`src/rtl/fp_pkg.sv`:
```
// fp_pkg: shared state encoding, default formats and IEEE-style bit-pattern helpers for the chain multiplier.
package fp_pkg;

    typedef enum logic [2:0] {IDLE, CLASSIFY, MUL, PACK, DONE} state_t;

    localparam int DEF_EXP_W = 8;
    localparam int DEF_MAN_W = 23;

    function automatic int fp_bias(input int exp_w);
        return (1 << (exp_w - 1)) - 1;
    endfunction

    function automatic logic [63:0] fp_zero(input int exp_w, input int man_w, input logic sign);
        return 64'(sign) << (exp_w + man_w);
    endfunction

    function automatic logic [63:0] fp_inf(input int exp_w, input int man_w, input logic sign);
        return fp_zero(exp_w, man_w, sign) | (((64'd1 << exp_w) - 64'd1) << man_w);
    endfunction

    // Canonical quiet NaN: positive, exponent all ones, only the mantissa MSB set.
    function automatic logic [63:0] fp_qnan(input int exp_w, input int man_w);
        return fp_inf(exp_w, man_w, 1'b0) | (64'd1 << (man_w - 1));
    endfunction

endpackage

```
`src/rtl/fp_mul_step.sv`:
```
// fp_mul_step: one combinational multiply step on unpacked normal operands with RNE rounding and range flags.
module fp_mul_step
    import fp_pkg::*;
#(
    parameter int EXP_W = DEF_EXP_W,
    parameter int MAN_W = DEF_MAN_W
) (
    input  logic signed [EXP_W+1:0] acc_exp_i,
    input  logic [MAN_W-1:0]        acc_man_i,
    input  logic [EXP_W-1:0]        op_exp_i,
    input  logic [MAN_W-1:0]        op_man_i,
    output logic signed [EXP_W+1:0] exp_o,
    output logic [MAN_W-1:0]        man_o,
    output logic                    ovf_o,
    output logic                    unf_o
);

    localparam int EW = EXP_W + 2;
    localparam int PW = 2 * (MAN_W + 1);
    localparam logic signed [EW-1:0] BIAS = EW'(fp_bias(EXP_W));
    localparam logic signed [EW-1:0] EMAX = EW'((1 << EXP_W) - 2);

    logic [PW-1:0]          prod;
    logic [MAN_W:0]         kept;
    logic                   norm, guard, sticky, rnd_up, carry;
    logic signed [EW-1:0]   op_e, inc;

    assign prod   = {1'b1, acc_man_i} * {1'b1, op_man_i};
    assign norm   = prod[PW-1];
    assign kept   = norm ? prod[PW-1:MAN_W+1] : prod[PW-2:MAN_W];
    assign guard  = norm ? prod[MAN_W] : prod[MAN_W-1];
    assign sticky = norm ? |prod[MAN_W-1:0] : |prod[MAN_W-2:0];
    assign rnd_up = guard & (sticky | kept[0]);
    // Rounding an all-ones significand carries out; the stored mantissa wraps to zero and the exponent absorbs it.
    assign carry  = rnd_up & (&kept);
    assign man_o  = kept[MAN_W-1:0] + MAN_W'(rnd_up);
    assign op_e   = {2'b00, op_exp_i};
    assign inc    = EW'(norm) + EW'(carry);
    assign exp_o  = acc_exp_i + op_e - BIAS + inc;
    assign ovf_o  = exp_o > EMAX;
    assign unf_o  = exp_o <= 0;

endmodule

```
`src/rtl/fp_chain_multiplier.sv`:
```
// fp_chain_multiplier: multiplies NUM_OPS floating-point operands left to right with rounding after every step.
module fp_chain_multiplier
    import fp_pkg::*;
#(
    parameter int NUM_OPS = 3,
    parameter int EXP_W   = DEF_EXP_W,
    parameter int MAN_W   = DEF_MAN_W
) (
    input  logic                                clk,
    input  logic                                reset,
    input  logic                                start,
    input  logic [NUM_OPS*(1+EXP_W+MAN_W)-1:0]  input_ops,
    output logic                                ready,
    output logic [EXP_W+MAN_W:0]                output_z,
    output logic                                z_ack,
    output logic                                overflow,
    output logic                                underflow,
    output logic                                invalid
);

    localparam int FW = 1 + EXP_W + MAN_W;
    localparam int EW = EXP_W + 2;
    localparam int IW = $clog2(NUM_OPS);
    localparam logic [IW-1:0] LAST  = IW'(NUM_OPS - 1);
    localparam logic [FW-1:0] QNAN   = FW'(fp_qnan(EXP_W, MAN_W));
    localparam logic [FW-1:0] INF_P  = FW'(fp_inf(EXP_W, MAN_W, 1'b0));
    localparam logic [FW-1:0] INF_N  = FW'(fp_inf(EXP_W, MAN_W, 1'b1));
    localparam logic [FW-1:0] ZERO_P = FW'(fp_zero(EXP_W, MAN_W, 1'b0));
    localparam logic [FW-1:0] ZERO_N = FW'(fp_zero(EXP_W, MAN_W, 1'b1));

    state_t                 state_q, state_d;
    logic [NUM_OPS*FW-1:0]  ops_q;
    logic [IW-1:0]          idx_q;
    logic signed [EW-1:0]   acc_exp_q, step_exp;
    logic [MAN_W-1:0]       acc_man_q, step_man;
    logic                   sign_q, zero_q, inf_q, nan_q, ovf_q, unf_q, inv_q;
    logic [FW-1:0]          res_q, z_q, cur, pack_d;
    logic                   z_ack_q, ovf_out_q, unf_out_q, inv_out_q;
    logic                   c_sign, c_zero, c_inf, c_nan;
    logic                   step_ovf, step_unf, halt, accept, pack_inv;

    // The IDLE cycle that still shows z_ack is not ready, so a new request lands one cycle later.
    assign ready     = (state_q == IDLE) & ~z_ack_q;
    assign accept    = ready & start;
    assign output_z  = z_q;
    assign z_ack     = z_ack_q;
    assign overflow  = ovf_out_q;
    assign underflow = unf_out_q;
    assign invalid   = inv_out_q;

    always_comb begin
        c_sign = 1'b0;
        c_zero = 1'b0;
        c_inf  = 1'b0;
        c_nan  = 1'b0;
        cur    = '0;
        for (int k = 0; k < NUM_OPS; k++) begin
            cur    = ops_q[k*FW +: FW];
            c_sign = c_sign ^ cur[FW-1];
            c_zero = c_zero | (cur[FW-2:MAN_W] == '0);
            c_inf  = c_inf | ((&cur[FW-2:MAN_W]) & (cur[MAN_W-1:0] == '0));
            c_nan  = c_nan | ((&cur[FW-2:MAN_W]) & (cur[MAN_W-1:0] != '0));
        end
    end

    fp_mul_step #(.EXP_W(EXP_W), .MAN_W(MAN_W)) u_step (
        .acc_exp_i (acc_exp_q),
        .acc_man_i (acc_man_q),
        .op_exp_i  (ops_q[int'(idx_q)*FW+MAN_W +: EXP_W]),
        .op_man_i  (ops_q[int'(idx_q)*FW +: MAN_W]),
        .exp_o     (step_exp),
        .man_o     (step_man),
        .ovf_o     (step_ovf),
        .unf_o     (step_unf)
    );

    // Once a special operand is seen or the range is exceeded the accumulator is frozen; PACK decides the result.
    assign halt     = zero_q | inf_q | nan_q | ovf_q | unf_q;
    assign pack_inv = nan_q | (inf_q & zero_q);
    assign pack_d   = pack_inv         ? QNAN :
                      (inf_q | ovf_q)  ? (sign_q ? INF_N : INF_P) :
                      (zero_q | unf_q) ? (sign_q ? ZERO_N : ZERO_P) :
                                         {sign_q, acc_exp_q[EXP_W-1:0], acc_man_q};

    always_ff @(posedge clk) begin
        if (reset) state_q <= IDLE;
        else       state_q <= state_d;
    end

    always_comb begin
        state_d = state_q;
        unique case (state_q)
            IDLE:     state_d = accept ? CLASSIFY : IDLE;
            CLASSIFY: state_d = MUL;
            MUL:      state_d = (idx_q == LAST) ? PACK : MUL;
            PACK:     state_d = DONE;
            DONE:     state_d = IDLE;
            default:  state_d = IDLE;
        endcase
    end

    always_ff @(posedge clk) begin
        if (reset) begin
            ops_q     <= '0;
            idx_q     <= '0;
            acc_exp_q <= '0;
            acc_man_q <= '0;
            {sign_q, zero_q, inf_q, nan_q, ovf_q, unf_q, inv_q} <= '0;
            res_q     <= '0;
            z_q       <= '0;
            z_ack_q   <= 1'b0;
            {ovf_out_q, unf_out_q, inv_out_q} <= '0;
        end else begin
            z_ack_q <= 1'b0;
            unique case (state_q)
                IDLE: begin
                    if (accept) begin
                        ops_q <= input_ops;
                        {ovf_q, unf_q, inv_q} <= '0;
                    end
                end
                CLASSIFY: begin
                    acc_exp_q <= {2'b00, ops_q[FW-2:MAN_W]};
                    acc_man_q <= ops_q[MAN_W-1:0];
                    {sign_q, zero_q, inf_q, nan_q} <= {c_sign, c_zero, c_inf, c_nan};
                    idx_q     <= IW'(1);
                end
                MUL: begin
                    idx_q <= idx_q + 1'b1;
                    if (!halt) begin
                        if (step_ovf) begin
                            ovf_q     <= 1'b1;
                            acc_exp_q <= {2'b00, {EXP_W{1'b1}}};
                            acc_man_q <= '0;
                        end else if (step_unf) begin
                            unf_q     <= 1'b1;
                            acc_exp_q <= '0;
                            acc_man_q <= '0;
                        end else begin
                            acc_exp_q <= step_exp;
                            acc_man_q <= step_man;
                        end
                    end
                end
                PACK: begin
                    res_q <= pack_d;
                    inv_q <= pack_inv;
                end
                DONE: begin
                    z_q       <= res_q;
                    z_ack_q   <= 1'b1;
                    ovf_out_q <= ovf_q;
                    unf_out_q <= unf_q;
                    inv_out_q <= inv_q;
                end
                default: ;
            endcase
        end
    end

endmodule

```
`config.mk`:
```
export PLATFORM = sky130hd
export DESIGN_NAME = fp_chain_multiplier
export DESIGN_NICKNAME = d
export VERILOG_FILES = /design/src/rtl/fp_pkg.sv /design/src/rtl/fp_mul_step.sv /design/src/rtl/fp_chain_multiplier.sv
export SDC_FILE = /design/constraint.sdc
export NUM_CORES = 2
export LEC_CHECK = 0
export BUFFER_PORTS_ARGS = -buffer_cell sky130_fd_sc_hd__buf_2
export CORE_MARGIN = 3
export CORE_UTILIZATION = 30
export DETAILED_ROUTE_END_ITERATION = 12
export GPL_TIMING_DRIVEN = 0
export RECOVER_POWER = 25
export SLEW_MARGIN = 20
export SYNTH_ARGS = -nofsm -noshare
export SYNTH_HDL_FRONTEND = slang
export SYNTH_SLANG_ARGS = --single-unit
```
`constraint.sdc`:
```
create_clock -name clk -period 15.7 [get_ports clk]
set_clock_uncertainty 0.15 [all_clocks]
set_input_delay 0.785 -clock clk [delete_from_list [all_inputs] [get_ports clk]]
set_output_delay 0.785 -clock clk [all_outputs]
set_load 0.01 [all_outputs]
```
=== Word-level counts from Yosys, hierarchy flattened ===
Cells that the tools add are included.

* Shifts and indexed selects: 2
* Divide/modulo/power cells: 0
* Multiplexer cells: 30
* Bitwise logic cells: 28
* Order comparisons: 2
* Equal/unequal tests: 10
* Reduce and logical (&&, ||, !) cells: 24
* Multipliers: 1
* Add/subtract/negate cells: 7

{| class="wikitable"
|+ Operator list
! operator !! number
|-
| $mux 32 || 5
|-
| $shiftx 96x8->23 || 1
|-
| $shiftx 96x9->8 || 1
|-
| $logic_not 23->1 || 3
|-
| $mux 23 || 3
|-
| $reduce_bool 23->1 || 3
|-
| $mul 24x24->48 || 1
|-
| $pmux 23 s2 || 1
|-
| $mux 10 || 3
|-
| $logic_not 8->1 || 3
|-
| $mux 24 || 1
|-
| $reduce_and 24->1 || 1
|-
| $reduce_and 8->1 || 3
|-
| $add 23x1->23 || 1
|-
| $reduce_or 23->1 || 1
|-
| $reduce_or 22->1 || 1
|-
| $pmux 10 s2 || 1
|-
| $or 1x1->1 || 14
|-
| $pmux 3 s4 || 1
|-
| $and 1x1->1 || 11
|-
| $mux 1 || 11
|-
| $add 10x3->10 || 1
|-
| $add 10x9->10 || 1
|-
| $gt 10x9->1 const B || 1
|-
| 19 further kinds || 31
|}

* Memories kept: 0
* ROM bits: 0
* Input port bits: 99
* Bits in registers: 209
* Output and inout port bits: 37
* Latch bits: 0
* Memory bits (writable): 0

=== Logic depth before layout (Yosys ltp) ===
* Depth after elaboration: 14
* Mapped depth: 54
* Mapped depth without buffers: 45

=== Hierarchy ===
From an unflattened synthesis, not the netlist that was laid out.

* Cells, all modules: 3,474
* Area total of the unflattened synthesis: 29,091.7 um^2

{| class="wikitable"
|+ Modules (own cells, without submodules)
! module !! cells an instance !! area each (um^2) !! instances !! sequential area each (um^2)
|-
| fp_mul_step || 2,396 || 20,599.8 || 1 || 0.0
|-
| fp_chain_multiplier || 1,078 || 8,491.9 || 1 || 4,184.0
|}

=== Worst setup path before layout ===
Ideal clock, no wire load.

* Kind: flip-flop to flip-flop
* Start: register idx_q[0]
* End: register acc_man_q[8]
* Arrival time: 11,875 ps
* Required time: 15,416 ps
* Library setup time: 134 ps
* Cell stages (with the launch flop): 51
* Slack: 3,541 ps
* Cell sequence: dfxtp_1 > clkbuf_1 > buf_1 > mux2i_1 > o21ai_0 > clkbuf_1 > and2_1 > fa_1 > fa_1 > inv_1 > fa_1 > inv_1 > fa_1 > inv_1 > fa_1 > inv_1 > fa_1 > inv_1 > [... 15 more ...] > nor3b_1 > nor4bb_1 > ha_1 > fa_1 > ha_1 > a21o_1 > a21oi_1 > o21bai_1 > a2111oi_0 > or3_1 > xnor2_1 > or4_1 > and3_1 > clkbuf_1 > and2_1 > a221o_1 > a21oi_1 > a211oi_1

* Cells in the longest elaborated chain, start to end: 14
* Elaborated cells between the ends (all ways): 24

{| class="wikitable"
|+ RTL lines
! item !! line !! RTL
|-
| from (decl) || fp_chain_multiplier.sv:33 || <nowiki>logic [IW-1:0] idx_q;</nowiki>
|-
| from (signal assigned) || fp_chain_multiplier.sv:129 || <nowiki>idx_q <= idx_q + 1'b1;</nowiki>
|-
| $shiftx 96x8->23 || fp_chain_multiplier.sv:70 || <nowiki>.op_man_i (ops_q[int'(idx_q)*FW +: MAN_W]),</nowiki>
|-
| $mul 24x24->48 || fp_mul_step.sv:28 || <nowiki>assign prod = {1'b1, acc_man_i} * {1'b1, op_man_i};</nowiki>
|-
| $reduce_or 23->1 or $reduce_or 22->1 (tied branches) || fp_mul_step.sv:32 || <nowiki>assign sticky = norm ? |prod[MAN_W-1:0] : |prod[MAN_W-2:0];</nowiki>
|-
| $mux 1 || fp_mul_step.sv:32 ||
|-
| $or 1x1->1 || fp_mul_step.sv:33 || <nowiki>assign rnd_up = guard & (sticky | kept[0]);</nowiki>
|-
| $and 1x1->1 || fp_mul_step.sv:33 ||
|-
| $and 1x1->1 || fp_mul_step.sv:35 || <nowiki>assign carry = rnd_up & (&kept);</nowiki>
|-
| $add 1x1->2 || fp_mul_step.sv:38 || <nowiki>assign inc = EW'(norm) + EW'(carry);</nowiki>
|-
| $add 10x3->10 || fp_mul_step.sv:39 || <nowiki>assign exp_o = acc_exp_i + op_e - BIAS + inc;</nowiki>
|-
| $le 10x1->1 || fp_mul_step.sv:41 || <nowiki>assign unf_o = exp_o <= 0;</nowiki>
|-
| $mux 23 || fp_chain_multiplier.sv:135 || <nowiki>end else if (step_unf) begin</nowiki>
|-
| $mux 23 * || fp_chain_multiplier.sv:131 || <nowiki>if (step_ovf) begin</nowiki>
|-
| $mux 23 * || fp_chain_multiplier.sv:130 || <nowiki>if (!halt) begin</nowiki>
|-
| $pmux 23 s2 * || fp_chain_multiplier.sv:115 || <nowiki>unique case (state_q)</nowiki>
|-
| to (signal assigned) || fp_chain_multiplier.sv:124 || <nowiki>acc_man_q <= ops_q[MAN_W-1:0];</nowiki>
|-
| to (signal assigned) || fp_chain_multiplier.sv:141 || <nowiki>acc_man_q <= step_man;</nowiki>
|-
| to (decl) || fp_chain_multiplier.sv:35 || <nowiki>logic [MAN_W-1:0] acc_man_q, step_man;</nowiki>
|}

Mark *: on every way between the ends. The rest lies on a longest branch, timed or not. The select of a mux whose other input is x is not followed.
A chain may end at the register's enable or synchronous reset.

=== Final worst setup path ===
Ends and elaborated chain as after synthesis.

==> results.ini <==
[setup_path]
startpoint=idx_q[0]
critPathLaunchType=flip-flop
rr_startpoint=idx_q[0]
critPathKind=reg -> reg
crit_fanout=10
crit_arrival_ns=15.43
max_stage_delay_ns=0.73
slowest_stage=o21ai_1
cp.required_ns=15.94
critPathCaptureType=flip-flop
path_common_cell=fa_1

[floorplan]
rows=113
pin_count=136
start_util_pct=30.5
core_area_um2=95900
dieArea_um2=101000
die_w_um=318
die_h_um=318

[flow_run]
maxCapViolCount=0

[final_layout]
multi_input_area_um2=22200
fillers=10261
drive_above_1_share_pct=6.07
nNetsFinal=4466
final_cells=4975
fin_area_um2=32500
area.sequential_um2=4180
syn_to_final_growth_pct=11.1

[synth]
synth_cell_types=82
yosys_register_bits=209
async_flop_share_pct=0
yosysSeqAreaShare_pct=14.3
synth_ff_type=dfxtp_1
ys.warnings.count=0
netlist_instances=3523
syn_area_um2=29300
syn_avg_cell_area_um2=8.30
synth.net_count=4299
synth_edf_count=0

[cts]
cts_hold_buf=0
numCtsBuffers=24
clk_pin_slew_ns=0.06
cts_tree=yes
cts.sinks=209
clock_latency_ns=0.54
root_buffer=clkbuf_16
h-tree-depth=1
cts_buffer_depth=3

[detailed_routing]
dr.pass1.iters=5
wl_per_cell_um=21.2
vias=25418
ant_nets=0
vias_per_cell=5.11
initialDrtViolationCount=2151
route.detailed.drc=0
wirelength_mm=105

[placement]
gp_congestion=0.970
dp_cells=4929
post_dp_cell_area_um2=31600
port_buffers=135
place_ws_ns=-0.390
dp.final_hpwl_mm=87.2

[grt]
grt_max_degree=15
grt.total_usage_pct=20.5
grt-ovfl-total=0
antenna_found_initial=4
grt_pass1_vias=26023
grt_pass1_wl_mm=160

[pwr]
power.switching_mw=1.29
comb_power_share_pct=55.3
max-vdd-ir-drop_v=0.0000825
power.density_nw_per_um2=83.2
switching_share_pct=47.8
p_leak_nw=14.3
intPower_mw=1.41
p_clk_share_pct=21.9
p_seq_share_pct=22.8
total_power_mw=2.70

[sta]
relSlewSlack_pct=28.8
fin_ws_ns=0.506
hold_violations=0
rsz0062_at_grt=false
fin_crit_sh_pct=96.8
tightest_slew_ns=1.06
slew_viol_final=0
max_freq_mhz=65.8
setup_viol=0
fin_crit_ns=15.19

[outcome]
status=finished clean

[hold_path]
worstHoldStart=res_q[29]
hold_class=reg -> reg

per-stage QoR:
step / setup TNS, ns / util [%] / hold slack (ns)
floorplan: 0 / - / 0.282
global placement: -2.79 / 32.9 / 0.296
detailed placement: -3.16 / 32.9 / 0.295
CTS: 0 / 33.9 / 0.304
global route: 0 / 33.9 / 0.326
finish: 0 / 33.9 / 0.307
cells in the mapped netlist (4+ instances only):
cell         n  area (µm²)
fa_1       484        9690
o21bai_1    12        90.1
inv_1      566        2120
nand2b_1     6        37.5
a221o_1      4        40.0
a211oi_1    26         195
or3_1        5        31.3
nor4_1      30         188
o22ai_1     12        75.1
and2_1     251        1570
a2111oi_0    4        35.0
nand2_1    626        2350
nor3b_1      7        52.6
xnor2_1     53         464
a31oi_1     11        68.8
and3_1      10        62.6
a221oi_1    16         140
a21oi_1    221        1110
clkbuf_1   177         664
nand3b_1     4        30.0
buf_1        9        33.8
o21ai_1     11        55.1
buf_2       15        75.1
mux2i_1     40         400
nor2_1     162         608
a22oi_1     32         240
or4_1        7        52.6
xor2_1      17         149
o211ai_1    10        75.1
dfxtp_1    209        4180
o31ai_1      4        30.0
or2_2        7        43.8
nor2b_1      7        43.8
nor3_1      56         280
nand4_1     36         225
a311oi_1     4        35.0
a21o_1      20         150
o21a_1      12        90.1
o21ai_0     53         265
nand3_1     29         145
and4_1       7        61.3
ha_1       193        2410
power groups by stage:
stage / clock network, mW / logic, mW / registers (mW)
global placement: 0 / 1.43 / 0.623
floorplan: 0 / 0.945 / 0.593
CTS: 0.601 / 1.45 / 0.613
detailed placement: 0 / 1.43 / 0.625
global route: 0.622 / 1.62 / 0.618
finish: 0.592 / 1.49 / 0.616
metal layers:
layer | track usage [%] | vias to the layer above | share of wire [%]
met4 | 6.53 | 0 | 3.6
met3 | 4.75 | 216 | 9.1
met5 | 0 | - | 0
li1 | - | 11442 | -
met2 | 32.2 | 1122 | 44
met1 | 27.8 | 12638 | 43
cell usage in the layout (no fill, tap or decap), types with 8 or more instances in the layout:
| master | instances |
|---|---|
| nand2_1 | 626 |
| inv_1 | 566 |
| fa_1 | 484 |
| and2_1 | 250 |
| a21oi_1 | 221 |
| dfxtp_1 | 209 |
| clkbuf_1 | 205 |
| ha_1 | 193 |
| nor2_1 | 162 |
| buf_2 | 114 |
| nor3_1 | 56 |
| xnor2_1 | 53 |
| o21ai_0 | 42 |
| mux2i_1 | 40 |
| nand4_1 | 36 |
| a22oi_1 | 32 |
| nor4_1 | 30 |
| nand3_1 | 29 |
| a211oi_1 | 26 |
| clkbuf_16 | 25 |
| a21o_1 | 20 |
| xor2_1 | 17 |
| clkbuf_2 | 15 |
| o21ai_1 | 14 |
| a221oi_1 | 13 |
| o21a_1 | 12 |
| o21bai_1 | 12 |
| o211ai_1 | 10 |
| and3_1 | 10 |
| a31oi_1 | 10 |
| buf_4 | 9 |
| o21ai_2 | 8 |
area by class of cell:
type | count | area share [%]
repair buffers | 141 | 2.08
inverters | 570 | 6.59
clock inverters | 12 | 0.466
well taps | 1265 | 4.87
multi-input cells | 2539 | 68.5
clock buffers | 32 | 2.13
diodes | 2 | 0.0154
flip-flops and latches | 209 | 12.9
plain buffers | 205 | 2.52
logic make-up after synthesis:
family / Yosys count / synth area share, %
muxes: 41 / 1.41
and+or+nand+nor: 1263 / 20.3
adders and majority gates: 677 / 41.4
xor gates and xnor gates: 70 / 2.10
AOI/OAI and AO/OA: 488 / 10.5
buffers and inverters: 775 / 10.1
DFF: 209 / 14.3
worst paths after layout:
kind | end | slack [ns] | cells past startpoint
min | output_z[29] | 0.31 | 2
max reg2reg | acc_man_q[8] | 0.51 | 43
max | acc_man_q[8] | 0.51 | 43
min reg2reg | output_z[29] | 0.31 | 2
flip-flops by register name (all words and copies together) (netlist names):
name	flops
sign_q	1
zero_q	1
res_q	32
output_z	32
z_ack	1
ops_q	96
overflow	1
inf_q	1
underflow	1
idx_q	2
nan_q	1
state_q	3
ovf_q	1
unf_q	1
inv_q	1
invalid	1
acc_man_q	23
acc_exp_q	10
repair_timing:
action / 4_1_cts / 5_1_grt
gates resized for setup: 10 / 40
pin swaps: 0 / 0
endpoints found under the setup margin: 20 / 23
buffers inserted: 0 / 0
worst max-delay path: cells and delay by family (launching register included):
kind,cells,cell delay (ns)
adder cells (fa/ha/maj),11,4.94
multiplexers,1,0.14
AND/OR/NAND/NOR,8,2.38
AO/OA/AOI/OAI,13,4.36
XOR/XNOR,2,0.56
flip-flops,1,0.30
buffers and inverters,8,2.17
Note: power is estimated with default switching activity, not from simulation.
